## src/rtl/pipeline_ctrl_if.sv

```systemverilog
// Hazard/sequencing bundle between the pipeline datapath and pipeline_ctrl.
// master = controller side (reads hazard info, drives forwarding/stall/flush); slave = datapath side.
interface pipeline_ctrl_if;
  logic [4:0] Rs1D, Rs2D;
  logic [4:0] Rs1E, Rs2E, RdE;
  logic [1:0] ResultSrcE;
  logic       PCSrcE;
  logic [4:0] RdM, RdW;
  logic       RegWriteM, RegWriteW;
  logic       MemReqM, MemAckM;
  logic [1:0] ForwardAE, ForwardBE;
  logic       StallF, StallD, StallE, StallM;
  logic       FlushD, FlushE, FlushW;
  logic       MemErr;

  modport master (
    input  Rs1D, Rs2D, Rs1E, Rs2E, RdE, ResultSrcE, PCSrcE,
           RdM, RdW, RegWriteM, RegWriteW, MemReqM, MemAckM,
    output ForwardAE, ForwardBE, StallF, StallD, StallE, StallM,
           FlushD, FlushE, FlushW, MemErr
  );

  modport slave (
    output Rs1D, Rs2D, Rs1E, Rs2E, RdE, ResultSrcE, PCSrcE,
           RdM, RdW, RegWriteM, RegWriteW, MemReqM, MemAckM,
    input  ForwardAE, ForwardBE, StallF, StallD, StallE, StallM,
           FlushD, FlushE, FlushW, MemErr
  );
endinterface

```

## src/rtl/pipeline_ctrl.sv

```systemverilog
// Five-stage pipeline hazard controller: forwarding, load-use/branch/memory-wait stalls and flushes, timeout watchdog.
// Optional PIPE_PERF_CNT_EN adds StallCycles/FlushCycles/MemWaitCycles performance counters.
module pipeline_ctrl #(
  parameter int MEM_TIMEOUT = 16,
  parameter int CNT_W       = 5
) (
  input  logic                clk,
  input  logic                rst_n,
  pipeline_ctrl_if.master     hz_if
`ifdef PIPE_PERF_CNT_EN
  ,
  output logic [31:0]         StallCycles,
  output logic [31:0]         FlushCycles,
  output logic [31:0]         MemWaitCycles
`endif
);

  typedef enum logic [1:0] {S_RUN, S_WAIT, S_ERR} state_e;

  localparam logic [CNT_W-1:0] CNT_TIMEOUT = CNT_W'(MEM_TIMEOUT);
  localparam logic [CNT_W-1:0] CNT_MAX     = {CNT_W{1'b1}};

  state_e           state_q, state_d;
  logic [CNT_W-1:0] wait_cnt_q, wait_cnt_d;
  logic             memerr_q, memerr_d;
  logic             mem_stall, lw_stall, hold;

  // Memory-stage result wins over Writeback; x0 is never forwarded.
  function automatic logic [1:0] fwd_sel(input logic [4:0] rs, input logic [4:0] rd_m,
                                         input logic we_m, input logic [4:0] rd_w,
                                         input logic we_w);
    if (rs != 5'd0 && we_m && rs == rd_m)      return 2'b10;
    else if (rs != 5'd0 && we_w && rs == rd_w) return 2'b01;
    else                                        return 2'b00;
  endfunction

  assign mem_stall = hz_if.MemReqM && !hz_if.MemAckM;
  assign lw_stall  = (hz_if.ResultSrcE == 2'b01) && (hz_if.RdE != 5'd0) &&
                     ((hz_if.RdE == hz_if.Rs1D) || (hz_if.RdE == hz_if.Rs2D));
  // In ERR the acknowledge is ignored and the whole pipeline stays frozen.
  assign hold      = mem_stall || (state_q == S_ERR);

  assign hz_if.ForwardAE = fwd_sel(hz_if.Rs1E, hz_if.RdM, hz_if.RegWriteM, hz_if.RdW, hz_if.RegWriteW);
  assign hz_if.ForwardBE = fwd_sel(hz_if.Rs2E, hz_if.RdM, hz_if.RegWriteM, hz_if.RdW, hz_if.RegWriteW);
  assign hz_if.StallF    = hold || (lw_stall && !hz_if.PCSrcE);
  assign hz_if.StallD    = hold || (lw_stall && !hz_if.PCSrcE);
  assign hz_if.StallE    = hold;
  assign hz_if.StallM    = hold;
  assign hz_if.FlushW    = hold;
  assign hz_if.FlushD    = hz_if.PCSrcE && !hold;
  assign hz_if.FlushE    = (hz_if.PCSrcE || lw_stall) && !hold;
  assign hz_if.MemErr    = memerr_q;

  always_comb begin
    state_d    = state_q;
    wait_cnt_d = wait_cnt_q;
    case (state_q)
      S_RUN: begin
        if (mem_stall) begin
          state_d    = S_WAIT;
          wait_cnt_d = CNT_W'(1);
        end
      end
      S_WAIT: begin
        if (!mem_stall) begin
          state_d    = S_RUN;
          wait_cnt_d = '0;
        end else if (wait_cnt_q == CNT_TIMEOUT) begin
          state_d    = S_ERR;
        end else if (wait_cnt_q != CNT_MAX) begin
          wait_cnt_d = wait_cnt_q + CNT_W'(1);
        end
      end
      S_ERR:   state_d = S_ERR;
      default: state_d = S_RUN;
    endcase
    memerr_d = (state_d == S_ERR);
  end

  always_ff @(posedge clk or negedge rst_n) begin
    if (!rst_n) begin
      state_q    <= S_RUN;
      wait_cnt_q <= '0;
      memerr_q   <= 1'b0;
    end else begin
      state_q    <= state_d;
      wait_cnt_q <= wait_cnt_d;
      memerr_q   <= memerr_d;
    end
  end

`ifdef PIPE_PERF_CNT_EN
  logic [31:0] stall_cnt_q, flush_cnt_q, memwait_cnt_q;

  always_ff @(posedge clk or negedge rst_n) begin
    if (!rst_n) begin
      stall_cnt_q   <= '0;
      flush_cnt_q   <= '0;
      memwait_cnt_q <= '0;
    end else begin
      if (hz_if.StallF)        stall_cnt_q   <= stall_cnt_q + 32'd1;
      if (hz_if.FlushE)        flush_cnt_q   <= flush_cnt_q + 32'd1;
      if (state_q == S_WAIT)   memwait_cnt_q <= memwait_cnt_q + 32'd1;
    end
  end

  assign StallCycles   = stall_cnt_q;
  assign FlushCycles   = flush_cnt_q;
  assign MemWaitCycles = memwait_cnt_q;
`endif

endmodule

```

## src/flat_wrapper.sv

```systemverilog
// flat-port wrapper written by rule: the top's interface ports become plain ports
module pipeline_ctrl_flat 
#(
  parameter int MEM_TIMEOUT = 16,
  parameter int CNT_W       = 5
)
  (clk, rst_n, hz_if_Rs1D, hz_if_Rs2D, hz_if_Rs1E, hz_if_Rs2E, hz_if_RdE, hz_if_ResultSrcE, hz_if_PCSrcE, hz_if_RdM, hz_if_RdW, hz_if_RegWriteM, hz_if_RegWriteW, hz_if_MemReqM, hz_if_MemAckM, hz_if_ForwardAE, hz_if_ForwardBE, hz_if_StallF, hz_if_StallD, hz_if_StallE, hz_if_StallM, hz_if_FlushD, hz_if_FlushE, hz_if_FlushW, hz_if_MemErr);
  pipeline_ctrl_if hz_if_i ();
  input  logic clk;
  input  logic rst_n;
  input wire logic [$bits(hz_if_i.Rs1D)-1:0] hz_if_Rs1D;
  input wire logic [$bits(hz_if_i.Rs2D)-1:0] hz_if_Rs2D;
  input wire logic [$bits(hz_if_i.Rs1E)-1:0] hz_if_Rs1E;
  input wire logic [$bits(hz_if_i.Rs2E)-1:0] hz_if_Rs2E;
  input wire logic [$bits(hz_if_i.RdE)-1:0] hz_if_RdE;
  input wire logic [$bits(hz_if_i.ResultSrcE)-1:0] hz_if_ResultSrcE;
  input wire logic [$bits(hz_if_i.PCSrcE)-1:0] hz_if_PCSrcE;
  input wire logic [$bits(hz_if_i.RdM)-1:0] hz_if_RdM;
  input wire logic [$bits(hz_if_i.RdW)-1:0] hz_if_RdW;
  input wire logic [$bits(hz_if_i.RegWriteM)-1:0] hz_if_RegWriteM;
  input wire logic [$bits(hz_if_i.RegWriteW)-1:0] hz_if_RegWriteW;
  input wire logic [$bits(hz_if_i.MemReqM)-1:0] hz_if_MemReqM;
  input wire logic [$bits(hz_if_i.MemAckM)-1:0] hz_if_MemAckM;
  output wire logic [$bits(hz_if_i.ForwardAE)-1:0] hz_if_ForwardAE;
  output wire logic [$bits(hz_if_i.ForwardBE)-1:0] hz_if_ForwardBE;
  output wire logic [$bits(hz_if_i.StallF)-1:0] hz_if_StallF;
  output wire logic [$bits(hz_if_i.StallD)-1:0] hz_if_StallD;
  output wire logic [$bits(hz_if_i.StallE)-1:0] hz_if_StallE;
  output wire logic [$bits(hz_if_i.StallM)-1:0] hz_if_StallM;
  output wire logic [$bits(hz_if_i.FlushD)-1:0] hz_if_FlushD;
  output wire logic [$bits(hz_if_i.FlushE)-1:0] hz_if_FlushE;
  output wire logic [$bits(hz_if_i.FlushW)-1:0] hz_if_FlushW;
  output wire logic [$bits(hz_if_i.MemErr)-1:0] hz_if_MemErr;
  assign hz_if_i.Rs1D = hz_if_Rs1D;
  assign hz_if_i.Rs2D = hz_if_Rs2D;
  assign hz_if_i.Rs1E = hz_if_Rs1E;
  assign hz_if_i.Rs2E = hz_if_Rs2E;
  assign hz_if_i.RdE = hz_if_RdE;
  assign hz_if_i.ResultSrcE = hz_if_ResultSrcE;
  assign hz_if_i.PCSrcE = hz_if_PCSrcE;
  assign hz_if_i.RdM = hz_if_RdM;
  assign hz_if_i.RdW = hz_if_RdW;
  assign hz_if_i.RegWriteM = hz_if_RegWriteM;
  assign hz_if_i.RegWriteW = hz_if_RegWriteW;
  assign hz_if_i.MemReqM = hz_if_MemReqM;
  assign hz_if_i.MemAckM = hz_if_MemAckM;
  assign hz_if_ForwardAE = hz_if_i.ForwardAE;
  assign hz_if_ForwardBE = hz_if_i.ForwardBE;
  assign hz_if_StallF = hz_if_i.StallF;
  assign hz_if_StallD = hz_if_i.StallD;
  assign hz_if_StallE = hz_if_i.StallE;
  assign hz_if_StallM = hz_if_i.StallM;
  assign hz_if_FlushD = hz_if_i.FlushD;
  assign hz_if_FlushE = hz_if_i.FlushE;
  assign hz_if_FlushW = hz_if_i.FlushW;
  assign hz_if_MemErr = hz_if_i.MemErr;
  pipeline_ctrl #(.MEM_TIMEOUT(MEM_TIMEOUT), .CNT_W(CNT_W)) u_core (.clk(clk), .rst_n(rst_n), .hz_if(hz_if_i));
endmodule
```

## config.mk

```make
export PLATFORM = sky130hd
export DESIGN_NAME = pipeline_ctrl_flat
export DESIGN_NICKNAME = d
export VERILOG_FILES = /design/src/rtl/pipeline_ctrl_if.sv /design/src/rtl/pipeline_ctrl.sv /design/src/flat_wrapper.sv
export SDC_FILE = /design/constraint.sdc
export NUM_CORES = 1
export LEC_CHECK = 0
export BUFFER_PORTS_ARGS = -buffer_cell sky130_fd_sc_hd__clkbuf_2
export CAP_MARGIN = 20
export CORE_MARGIN = 2
export CORE_UTILIZATION = 46
export DETAILED_ROUTE_END_ITERATION = 12
export PLACE_DENSITY_LB_ADDON = 0.15
export RECOVER_POWER = 25
export SYNTH_ARGS = -nofsm -noshare
export SYNTH_HDL_FRONTEND = slang
export SYNTH_SLANG_ARGS = --single-unit
```

## constraint.sdc

```tcl
create_clock -name clk -period 5.1 [get_ports clk]
set_input_delay 0.255 -clock clk [delete_from_list [all_inputs] [get_ports clk]]
set_output_delay 0.255 -clock clk [all_outputs]
set_load 0.01 [all_outputs]
```

==> metrics.md <==
| Metric | Value |
|---|---|
| Minimum clock period | 1899 ps |
| Worst R2R Start | u_core.wait_cnt_q[0]$_DFFE_PN0P_ |
| Nets | 213 |
| Ys async rst share | 100.0% |
| Iteration-0 DRC Markers | 17 |
| Clk slew on worst S/H paths | 50 ps |
| Status | complete, no violations |
| Post-synthesis sequential area ratio | 21.16% |
| Layout cells sized above 1 | 40.24% |
| Yosys Warn Count | 0 |
| Period utilisation layout | 37.24% |
| Required time of the critical path | 5290 ps |
| Crit Path Category | reg -> reg |
| Synth cell types | 33 |
| Final ANT Viol Nets | 0 |
| Most frequent CP cell | ha_1 |
| Mux cell area share after synthesis | 0% |
| Die width | 49.35 um |
| Yosys reg bits | 8 |
| GRT Residual Overflow | 0 |
| Gpl congestion | 0.8421 |
| N_diodes | 0 |
| PwrDens | 155.7 nW/um2 |
| Crit-path cells | ha_1 -> and3_1 -> ha_1 -> nand2b_1 -> or3_1 -> o21ai_0 -> a32o_1 |
| Worst Setup End Kind | register |
| Total of max-cap violations | 0 |
| CP peak stage delay | 430 ps |
| Critical path's slowest cell | dfrtp_1 |
| Layout overhead on the synthesized area | 33.07% |
| Vias | 1018 |
| Mapped Nets | 156 |
| Initial antenna violation count | 0 |
| Arrival @ worst endpoint | 2090 ps |
| I/O pin cnt | 56 |
| Hold Crit Class | in -> reg |
| CTS buffer count | 3 |
| Total core area | 1942 um2 |
| Max Slew Vio Count | 0 |
| Crit start category | register |
| DIE HEIGHT | 49.35 um |
| Post-Synthesis Cells | 109 |
| Max Fanout on Critical Path | 5 |
| Post-synthesis simple-gate area fraction | 27.91% |
| Post-synthesis xor/xnor area fraction | 28.70% |
| Initial Util | 48.71% |
| HPWL Detailed | 2061 um |
| Peak supply drop | 0.08048 mV |
| I/O Buffers | 55 |
| Largest net degree at the start of global routing | 9 |
| Count of flip-flops with a built-in enable after synthesis | 0 |
| RSZ-0062 raised after global routing | no |
| DRT Wirelength | 2315 um |
| Largest family of logic cells by synthesized area | XOR/XNOR gates |
| CTS max path bufs | 2 |
| Vias in the first global route | 1001 |
| Slew @ Worst Pin | 506.1 ps |
| Fmax | 0.5266 GHz |
| CTS tree | done |
| Setup violations, final | 0 |
| Final hold slack | 302.3 ps |
| Gr usage total | 20.26% |
| Rel. slew slack | 66.19% |
| Post-synthesis compound-gate area fraction | 13.36% |
| Row Count | 16 |
| Drt drc | 0 |
| Post-Synth Adder-Cell Area | 3.968% |
| Post-Route Skew | 2.802 ps |
| Avg Synthesized Cell Area | 8.678 um2 |
| Synth Cell Area | 945.9 um2 |
| P_leak | 0.5922 nW |
| Pre-antenna DRT Iters | 4 |
| Hold path start | hz_if_MemReqM |
| Critical Path Start | u_core.wait_cnt_q[0]$_DFFE_PN0P_ |
| Root buf cell | clkbuf_4 |
| H-tree levels | 1 |
| Routed len/inst | 12.12 um |
| Main synth FF type | dfrtp_1 |
| Clock Latency Late Sink | 260 ps |
| Die footprint | 2435 um2 |
| Clock sinks | 8 |
| Via density | 5.330 |
| Final hold violation count | 0 |
| Final setup TNS | 0 ps |
| First-pass GRT wire length | 3926 um |
worst max-delay path, delay by kind of cell (launching register included):
family | cells | cell delay [ps]
simple gates | 3 | 650
flops | 1 | 430
fa+ha+maj | 2 | 420
compound gates | 2 | 340
through the flow:
stage	std cells	util, %	power (W)	setup slack (ps)	cell area, um2
4_1_cts	191	64.88	0.0001972	3220	1260
6_report	191	64.82	0.0001959	3201	1259
2_1_floorplan	109	-	0.0001129	3362	945.9
5_1_grt	191	64.82	0.0002088	3110	1259
3_3_place_gp	187	63.21	0.0001445	3331	1227
3_5_place_dp	187	63.21	0.0001478	3253	1227
state kept, by name, indices dropped and copies added, names as in the netlist:
register and cells:
u_core.hz_if.MemErr 1, u_core.state_q 2, u_core.wait_cnt_q 5
kinds of logic after synthesis:
| family | Yosys count |
|---|---|
| flip-flops | 8 |
| AO/OA/AOI/OAI | 18 |
| AND/OR/NAND/NOR | 40 |
| XOR/XNOR | 31 |
| buffers and inverters | 9 |
| adder cells (fa/ha/maj) | 3 |
area by class of cell:
class,count,area [um2]
Multi-Input combinational cell,92,699.4
Fill cell,168,683.2
Timing Repair Buffer,56,284.0
Sequential cell,8,200.2
Tap cell,27,33.78
Clock buffer,3,22.52
Inverter,5,18.77
cells in the mapped netlist (4+ instances only):
library cell | n | area [um2]
o21ai_0 | 5 | 25.02
nand4_1 | 4 | 25.02
nor4_2 | 4 | 50.05
dfrtp_1 | 8 | 200.2
nor2_1 | 4 | 15.01
inv_1 | 5 | 18.77
xor2_1 | 14 | 122.6
xnor2_1 | 17 | 148.9
nand2_1 | 7 | 26.28
layer usage:
| layer | wire, um | vias to the layer above | track usage, % |
|---|---|---|---|
| li1 | - | 498 | - |
| met1 | 913 | 459 | 22.70 |
| met2 | 1171 | 53 | 36.71 |
| met3 | 176 | 8 | 3.681 |
| met4 | 54 | 0 | 9.048 |
| met5 | 0 | - | 0 |
where the power goes:
group,internal [W],leakage (nW),switching (W)
registers,0.0000666,0.108,0.00000400
clock network,0.0000269,0.0138,0.0000219
logic,0.0000376,0.471,0.0000389
cell usage in the layout, fill, tap and decap left out:
| cell | count |
|---|---|
| nand4_1 | 4 |
| and2_1 | 1 |
| o311ai_0 | 1 |
| xor2_1 | 14 |
| clkbuf_4 | 3 |
| nor2_4 | 2 |
| nor3_1 | 3 |
| o31ai_1 | 1 |
| nand2b_1 | 2 |
| o2111a_2 | 1 |
| or4_1 | 1 |
| nor2b_1 | 2 |
| dlygate4sd3_1 | 1 |
| o32a_1 | 1 |
| nor4_2 | 4 |
| a32o_1 | 1 |
| o211ai_1 | 2 |
| inv_1 | 5 |
| a22oi_1 | 1 |
| clkbuf_1 | 1 |
| clkbuf_2 | 54 |
| or3_1 | 1 |
| ha_1 | 3 |
| a21oi_1 | 3 |
| nor2_1 | 4 |
| xnor2_1 | 17 |
| nand3_1 | 3 |
| nand4b_1 | 1 |
| o21bai_1 | 1 |
| and3_1 | 3 |
| o21ai_0 | 5 |
| or4_4 | 2 |
| dfrtp_1 | 8 |
| nand2_1 | 7 |
| a211oi_1 | 1 |
what timing repair did:
action	CTS	global route
endpoints found under the hold margin	8	0
hold buffers	1	0
endpoints found under the setup margin	0	0
buffers inserted	0	0
gates resized for setup	0	0
path summary, 6_finish.rpt:
path,to,slack (ps),cells after the start
worst max-delay path,u_core.wait_cnt_q[2]$_DFFE_PN0P_,3200,7
worst min-delay path,u_core.state_q[0]$_DFF_PN0_,300,3
worst max register to register,u_core.wait_cnt_q[2]$_DFFE_PN0P_,3200,7
worst min register to register,u_core.state_q[0]$_DFF_PN0_,570,1
max in group asynchronous,u_core.wait_cnt_q[1]$_DFFE_PN0P_,4350,2
min in group asynchronous,u_core.hz_if.MemErr$_DFF_PN0_,450,2
Note: power is estimated with default switching activity, not from simulation.
